### src/rtl/row_pkg.sv
// Shared types and constants for the row counter.
// State encoding, counter width and display ceiling.
package row_pkg;

  typedef enum logic [1:0] {
    IDLE  = 2'd0,
    COUNT = 2'd1,
    DONE  = 2'd2
  } row_state_e;

  localparam int CNT_W = 10;

  localparam logic [CNT_W-1:0] ROW_DISP_MAX = 10'd999;

  // Increment that sticks at the display ceiling.
  function automatic logic [CNT_W-1:0] sat_inc(
    input logic [CNT_W-1:0] v
  );
    if (v == ROW_DISP_MAX) begin
      return v;
    end
    return v + 1'b1;
  endfunction

endpackage

### src/rtl/wrap_counter.sv
// Modulo-MOD counter with enable, sync clear and wrap pulse.
// Clear and enable together load 1 (cleared, then counted).
module wrap_counter
  import row_pkg::*;
#(
  parameter int MOD = 640,
  parameter int W   = CNT_W
) (
  input  logic         clk,
  input  logic         rst,
  input  logic         clr_i,
  input  logic         en_i,
  output logic [W-1:0] cnt_o,
  output logic         wrap_o
);

  localparam logic [W-1:0] LAST = W'(MOD - 1);
  localparam logic [W-1:0] ONE  = W'(1);

  logic [W-1:0] cnt_q;
  logic [W-1:0] cnt_d;

  // Next count: clear first, then count the enabled beat.
  always_comb begin
    cnt_d = cnt_q;
    if (clr_i) begin
      cnt_d = en_i ? ONE : '0;
    end else if (en_i) begin
      cnt_d = (cnt_q == LAST) ? '0 : cnt_q + ONE;
    end
  end

  // Count register.
  always_ff @(posedge clk or posedge rst) begin
    if (rst) begin
      cnt_q <= '0;
    end else begin
      cnt_q <= cnt_d;
    end
  end

  assign cnt_o  = cnt_q;
  assign wrap_o = en_i & ~clr_i & (cnt_q == LAST);

endmodule

### src/rtl/row_counter.sv
// Row/column/frame counter tapped from a valid/ready pixel stream.
// Optional sticky protocol error flag: define ROW_COUNTER_ERR_EN.
module row_counter
  import row_pkg::*;
#(
  parameter int IMG_WIDTH  = 640,
  parameter int IMG_HEIGHT = 480
) (
  input  logic             clk,
  input  logic             rst,
  input  logic             sof_i,
  input  logic             valid_i,
  input  logic             ready_i,
  output logic [CNT_W-1:0] cnt_row_o,
  output logic [CNT_W-1:0] cnt_col_o,
  output logic             row_done_o,
  output logic             frame_done_o,
  output logic             busy_o,
  output logic             err_o
);

  // Rows are tracked unsaturated so a frame
  // taller than the display ceiling still ends.
  localparam logic [CNT_W-1:0] LAST_ROW =
    CNT_W'(IMG_HEIGHT - 1);

  row_state_e       state_q, state_d;
  logic [CNT_W-1:0] row_q, row_d;
  logic [CNT_W-1:0] rows_q, rows_d;
  logic             rdone_q, rdone_d;
  logic             fdone_q, fdone_d;
  logic             busy_q;

  logic beat;
  logic col_en;
  logic col_wrap;

  assign beat   = valid_i & ready_i;
  assign col_en = beat & (sof_i | (state_q == COUNT));

  wrap_counter #(
    .MOD (IMG_WIDTH),
    .W   (CNT_W)
  ) u_col (
    .clk    (clk),
    .rst    (rst),
    .clr_i  (sof_i),
    .en_i   (col_en),
    .cnt_o  (cnt_col_o),
    .wrap_o (col_wrap)
  );

  // Next state, row counts and completion pulses.
  always_comb begin
    state_d = state_q;
    row_d   = row_q;
    rows_d  = rows_q;
    rdone_d = 1'b0;
    fdone_d = 1'b0;
    if (sof_i) begin
      state_d = COUNT;
      row_d   = '0;
      rows_d  = '0;
    end else if (state_q == COUNT && col_wrap) begin
      rdone_d = 1'b1;
      row_d   = sat_inc(row_q);
      rows_d  = rows_q + 1'b1;
      if (rows_q == LAST_ROW) begin
        fdone_d = 1'b1;
        state_d = DONE;
      end
    end
  end

  // State and registered outputs.
  always_ff @(posedge clk or posedge rst) begin
    if (rst) begin
      state_q <= IDLE;
      row_q   <= '0;
      rows_q  <= '0;
      rdone_q <= 1'b0;
      fdone_q <= 1'b0;
      busy_q  <= 1'b0;
    end else begin
      state_q <= state_d;
      row_q   <= row_d;
      rows_q  <= rows_d;
      rdone_q <= rdone_d;
      fdone_q <= fdone_d;
      busy_q  <= (state_d == COUNT);
    end
  end

  assign cnt_row_o    = row_q;
  assign row_done_o   = rdone_q;
  assign frame_done_o = fdone_q;
  assign busy_o       = busy_q;

`ifdef ROW_COUNTER_ERR_EN
  logic err_q;
  logic err_set;

  // Stray beats outside a frame, or a frame
  // restarted while a row is only partly filled.
  assign err_set =
    (beat & ~sof_i & (state_q != COUNT)) |
    (sof_i & (state_q == COUNT) &
     (cnt_col_o != '0));

  // Sticky error flag, cleared only by reset.
  always_ff @(posedge clk or posedge rst) begin
    if (rst) begin
      err_q <= 1'b0;
    end else if (err_set) begin
      err_q <= 1'b1;
    end
  end

  assign err_o = err_q;
`else
  assign err_o = 1'b0;
`endif

endmodule

### config.mk
export PLATFORM = sky130hd
export DESIGN_NAME = row_counter
export DESIGN_NICKNAME = d
export VERILOG_FILES = /design/src/rtl/row_pkg.sv /design/src/rtl/wrap_counter.sv /design/src/rtl/row_counter.sv
export SDC_FILE = /design/constraint.sdc
export NUM_CORES = 1
export LEC_CHECK = 0
export CAP_MARGIN = 0
export CELL_PAD_IN_SITES_DETAIL_PLACEMENT = 1
export CELL_PAD_IN_SITES_GLOBAL_PLACEMENT = 1
export CORE_MARGIN = 2
export CORE_UTILIZATION = 41
export DETAILED_ROUTE_END_ITERATION = 10
export PLACE_DENSITY = 0.82
export SLEW_MARGIN = 5
export SYNTH_ARGS = -nofsm -noshare
export SYNTH_HDL_FRONTEND = slang
export SYNTH_HIERARCHICAL = 1
export SYNTH_SLANG_ARGS = --single-unit
### constraint.sdc
create_clock -name clk -period 3.5 [get_ports clk]
set_clock_uncertainty 0.15 [all_clocks]
set_input_delay 0.7 -clock clk [delete_from_list [all_inputs] [get_ports clk]]
set_output_delay 0.7 -clock clk [all_outputs]
set_load 0.005 [all_outputs]
## After elaboration in Yosys (flattened, before gate mapping)

Cells that the tools add are included.
Widths: inputs -> output; s select.

- Register bits: 35
- Input port bits: 5
- Output and inout port bits: 24

- Add/subtract/negate cells: 3
- Equal/unequal tests: 6
- Multiplexer cells: 20
- Bitwise logic cells: 6
- Reductions and logical operators: 4

Operators with widths:

| cell | number |
|---|---|
| $mux 10 | 8 |
| $add 10x1->10 const B | 3 |
| $eq 10x10->1 const B | 2 |
| $eq 10x9->1 const B | 1 |
| $mux 1 | 9 |
| $mux 2 | 3 |
| $and 1x1->1 | 4 |
| $eq 2x1->1 const B | 2 |
| $reduce_bool 2->1 | 2 |
| $ne 3x3->1 const B | 1 |
| $reduce_and 2->1 | 1 |
| $logic_and 1x1->1 | 1 |
| $not 1->1 | 1 |
| $or 1x1->1 | 1 |

## Depth between registers and ports, before layout

- Depth in word-level cells: 11
- Gate-level depth with buffers: 12

## Hierarchy

Netlist, hierarchy kept.

By module, submodules not included:

| module | instances | cells each | area an instance (um^2) | seq. area each (um^2) |
|---|---|---|---|---|
| row_counter | 1 | 131 | 1306.3 | 625.6 |
| wrap_counter | 1 | 63 | 581.8 | 250.2 |

## Worst setup path after synthesis

No wires, ideal clock.

- Path type: input -> register
- Start: in sof_i
- End: reg row_q[5], in the netlist cnt_row_o[5]
- Data arrival time: 3226 ps
- Required time: 3224 ps
- Path slack: -2 ps
- Stages on the path: 12
- Cells stage by stage: clkbuf_1 -> a21oi_1 -> nor2_1 -> clkbuf_1 -> nand3_1 -> nor3b_1 -> nand3b_4 -> and2_0 -> clkbuf_1 -> or2_1 -> buf_2 -> a221o_1

- Cells in the longest elaborated chain, start to end: 7
- Elaborated cells on any way between the ends: 10

Ends and longest elaborated chain:

| item | RTL line | text |
|---|---|---|
| start: declaration | row_counter.sv:11 | `input logic sof_i,` |
| $or 1x1->1 | row_counter.sv:39 | `assign col_en = beat & (sof_i \| (state_q == COUNT));` |
| $and 1x1->1 | row_counter.sv:39 |  |
| net col_en | row_counter.sv:35 | `logic col_en;` |
| $and 1x1->1 (2 in series) | wrap_counter.sv:43 | `assign wrap_o = en_i & ~clr_i & (cnt_q == LAST);` |
| net col_wrap | row_counter.sv:36 | `logic col_wrap;` |
| $logic_and 1x1->1 | row_counter.sv:64 | `end else if (state_q == COUNT && col_wrap) begin` |
| $reduce_bool 2->1 (no line) | n/a |  |
| $reduce_and 2->1 (no line) | n/a |  |
| end signal: assignment | row_counter.sv:86 | `row_q <= row_d;` |
| end: declaration | row_counter.sv:28 | `logic [CNT_W-1:0] row_q, row_d;` |

The timed path passes the listed nets, and every way through them passes these cells.
A chain may end at the register's enable or synchronous reset.

## Worst setup path after layout

Same ends and word-level chain as after synthesis.

==> metrics.md <==
| Metric | Value |
|---|---|
| Outcome | `completed` |
| Crit path time final | `2.96 ns` |
| Slew HR | `34.4%` |
| HPWL Detailed | `3140 microns` |
| Most frequent cells after synthesis | `dfrtp_1 (35), nor2_1 (21), nand2_1 (14)` |
| Cell-internal power | `613 uW` |
| Clk pwr share | `41.1%` |
| P per Cell Area | `349 mW/mm^2` |
| Layout area overhead | `22.1%` |
| Wl on met1 | `2160 microns` |
| Slowest stage delay, CP | `0.48 ns` |
| Final clock period utilization by the worst path | `84.6%` |
| Psw | `191 uW` |
| GP Congestion | `0.771` |
| GR Overflow Total | `0` |
| Yosys reg bits | `35` |
| Drt drc | `0` |
| Compound-cell area share of the yosys netlist | `11.9%` |
| Post-Synth Simple-Gate Area | `29.7%` |
| Core ar. | `0.00438 sq mm` |
| Post-synthesis adder-cell area fraction | `1.99%` |
| Post-synth EDFFs | `0` |
| Max-cap violations | `0` |
| Layout Nets | `230` |
| CP max-delay cell | `clkdlybuf4s50_1` |
| WL met2 | `2140 microns` |
| Mean cell area of the mapped netlist | `9.73 sq um` |
| Syn Nets | `202` |
| TritonCTS Buffers | `5` |
| Layout cells sized above 1 | `8.97%` |
| First-pass iteration count of the detailed router | `4` |
| Setup crit start kind | `primary input` |
| Crit end category | `register` |
| WHS | `0.373 ns` |
| GRT Resource Usage Total | `19.1%` |
| Core Rows | `24` |
| Iteration-0 DRC Markers | `67` |
| CP bufs+invs | `1` |
| Met3 WL | `103 microns` |
| Starting Density | `43.1%` |
| CP cell instances | `clkdlybuf4s50_1, a21oi_1, nor2_1, nand3_1, nor3b_2, nand3b_4, and2_0, or2_1, a221o_1` |
| Final Setup Violations | `0` |
| YS warnings | `6` |
| WP data arrival | `2.99 ns` |
| Total length of routed wires | `4480 microns` |
| Post-synthesis mux area share | `0.530%` |
| Vias in the first global route | `1,618` |
| CP Max Fanout | `8` |
| CTS tree | `done` |
| Post-synthesis sequential area ratio | `46.4%` |
| Root buffer cell | `clkbuf_8` |
| Combinational Power Share | `6.6%` |
| TNS Setup | `0 ns` |
| CTS sink count | `35` |
| Top FF cell, synth | `dfrtp_1` |
| Top sig layer | `met4` |
| PortBufs | `27` |
| Clk buf depth | `2` |
| Post-synth cell types | `51` |
| Hold violation count in the final report | `0` |
| Critical Path RT | `3.53 ns` |
| Setup bufs post-CTS | `0` |
| Final Non-Filler Cells | `275` |
| Die Height | `71.9 microns` |
| Synth top area share | `46.4%` |
| Post-CTS Resized | `0` |
| Die footprint | `0.00516 sq mm` |
| First-pass GRT wire length | `7640 microns` |
| CTS H-tree lvls | `2` |
| Mapped Cells | `194` |
| Largest family of logic cells by synthesized area | `simple AND/OR/NAND/NOR gates` |
| RSZ-0062 raised after global routing | `false` |
| Clk_lat worst skew | `0.29 ns` |
| CP Class | `primary input to register` |
| Initial antenna violation count | `0` |
| Seq pwr share | `52.3%` |
| Cell with the most instances after synthesis | `dfrtp_1` |
| Sw Ratio | `23.8%` |
| Ant. Diodes | `0` |
| Worst-Margin Slew | `0.983 ns` |
| R2r startpoint | `u_col/cnt_o[0]$_DFFE_PP0P_` |
| Hold_sp | `cnt_row_o[9]$_DFFE_PP0P_` |
| Via count | `1,579` |
| Final Max Slew Viols | `0` |
| Area contributors post-synth | `dfrtp_1 (46%), nor2_1 (4.2%), xor2_1 (3.7%), nand3_1 (3.2%), nand2_1 (2.8%)` |
| Wirelength per Cell | `16.3 microns` |
| DRT antenna net count | `0` |
| Dpl cells | `267` |
| Pin count of the biggest net entering global routing | `26` |
| Worst setup path start | `sof_i` |
| Critical path's top delay family | `simple AND/OR/NAND/NOR gates` |
| DR vias/cell | `5.74` |
| Die Wd | `71.9 microns` |
| Clk pin slew, worst setup/hold paths | `0.07 ns` |
| Leakage power | `0.971 nW` |
| Achievable frequency | `0.338 GHz` |
| Leading area contributor after synthesis | `dfrtp_1` |
| Xor and xnor fraction of the mapped netlist area | `6.03%` |
| Async SR Flop Fraction | `100%` |
| Peak supply drop | `0.000243 V` |
| Ports | `29` |
| Hold crit path type | `register to register` |
| Hold-fix buffers, CTS | `0` |
| Post-synthesis cell area | `0.00189 sq mm` |
==> final timing paths <==
check                                              to  slack (ns)  depth (start not counted)
max                          cnt_row_o[5]$_DFFE_PP0P_        0.54                          9
min                          cnt_row_o[9]$_DFFE_PP0P_        0.37                          1
max reg2reg                  cnt_row_o[5]$_DFFE_PP0P_        0.69                          7
min reg2reg                  cnt_row_o[9]$_DFFE_PP0P_        0.37                          1
max in group asynchronous       rows_q[6]$_DFFE_PP0P_        1.79                          2
min in group asynchronous  u_col/cnt_o[5]$_DFFE_PP0P_        0.56                          2
==> per-layer routing <==
metal / GRT usage (%) / vias to the layer above
met3: 3.38 / 7
met1: 25.4 / 800
li1: - / 751
met2: 30.8 / 21
met4: 8.18 / 0
met5: 0 / -
==> worst register-to-register path, stage by stage, from the launching register on <==
cell	delay, ns
dfrtp_1	0.45
ha_1	0.31
and4bb_2	0.32
nor3b_2	0.30
nand3b_4	0.16
and2_0	0.28
or2_1	0.36
a221o_1	0.38
==> cells in the final DEF (no fill, tap or decap), types with 2 or more instances in the layout <==
| master | instances |
|---|---|
| ha_1 | 3 |
| clkdlybuf4s50_1 | 27 |
| nand2_1 | 14 |
| buf_4 | 3 |
| and3_1 | 3 |
| xnor2_1 | 5 |
| a21oi_1 | 8 |
| or3_1 | 4 |
| nand2b_1 | 3 |
| nor4_1 | 2 |
| clkbuf_8 | 7 |
| nor2b_1 | 2 |
| inv_1 | 4 |
| nor3b_1 | 3 |
| nor2_1 | 21 |
| nand3_1 | 12 |
| xor2_1 | 8 |
| dfrtp_1 | 35 |
| and4bb_2 | 2 |
| o21ai_0 | 8 |
| and2_1 | 2 |
| and4_1 | 2 |
| a31oi_1 | 4 |
| nor3_1 | 5 |
| a211o_1 | 3 |
| nand4_1 | 7 |
==> flip-flops by register name (all words and copies together) (netlist names) <==
| signal | cells |
|---|---|
| busy_o | 1 |
| cnt_row_o | 10 |
| frame_done_o | 1 |
| row_done_o | 1 |
| rows_q | 10 |
| state_q | 2 |
| u_col/cnt_o | 10 |
==> power by group through the flow <==
stage | logic [mW] | clock network (mW) | registers, mW
3_5_place_dp | 0.0540 | 0 | 0.429
2_1_floorplan | 0.0278 | 0 | 0.426
4_1_cts | 0.0541 | 0.338 | 0.421
3_3_place_gp | 0.0531 | 0 | 0.429
6_report | 0.0527 | 0.331 | 0.421
5_1_grt | 0.0589 | 0.349 | 0.422
==> through the flow <==
stage	power (mW)	area (sq um)	worst slack, ns	util, %
after global routing	0.830	2300	0.399	52.6
after CTS	0.813	2300	0.520	52.6
final	0.805	2300	0.539	52.6
after global placement	0.482	2200	0.272	50.3
after detailed placement	0.483	2200	0.213	50.3
after floorplan	0.454	1890	0.124	-
==> area by class of cell <==
cell class                 count  area (sq um)
tap                           52          65.1
inverter                       4          15.0
multi-input combinational    146           956
sequential                    35           876
clock buffer                   8           100
timing repair buffer          30           293
fill                         503          2080
==> cells by family after synthesis <==
kind of cell,after synthesis
other,1
xor gates and xnor gates,13
and+or+nand+nor,95
adders and majority gates,3
buffers and inverters,13
DFF,35
AOI/OAI and AO/OA,33
muxes,1
(Power assumes the default switching activity.)
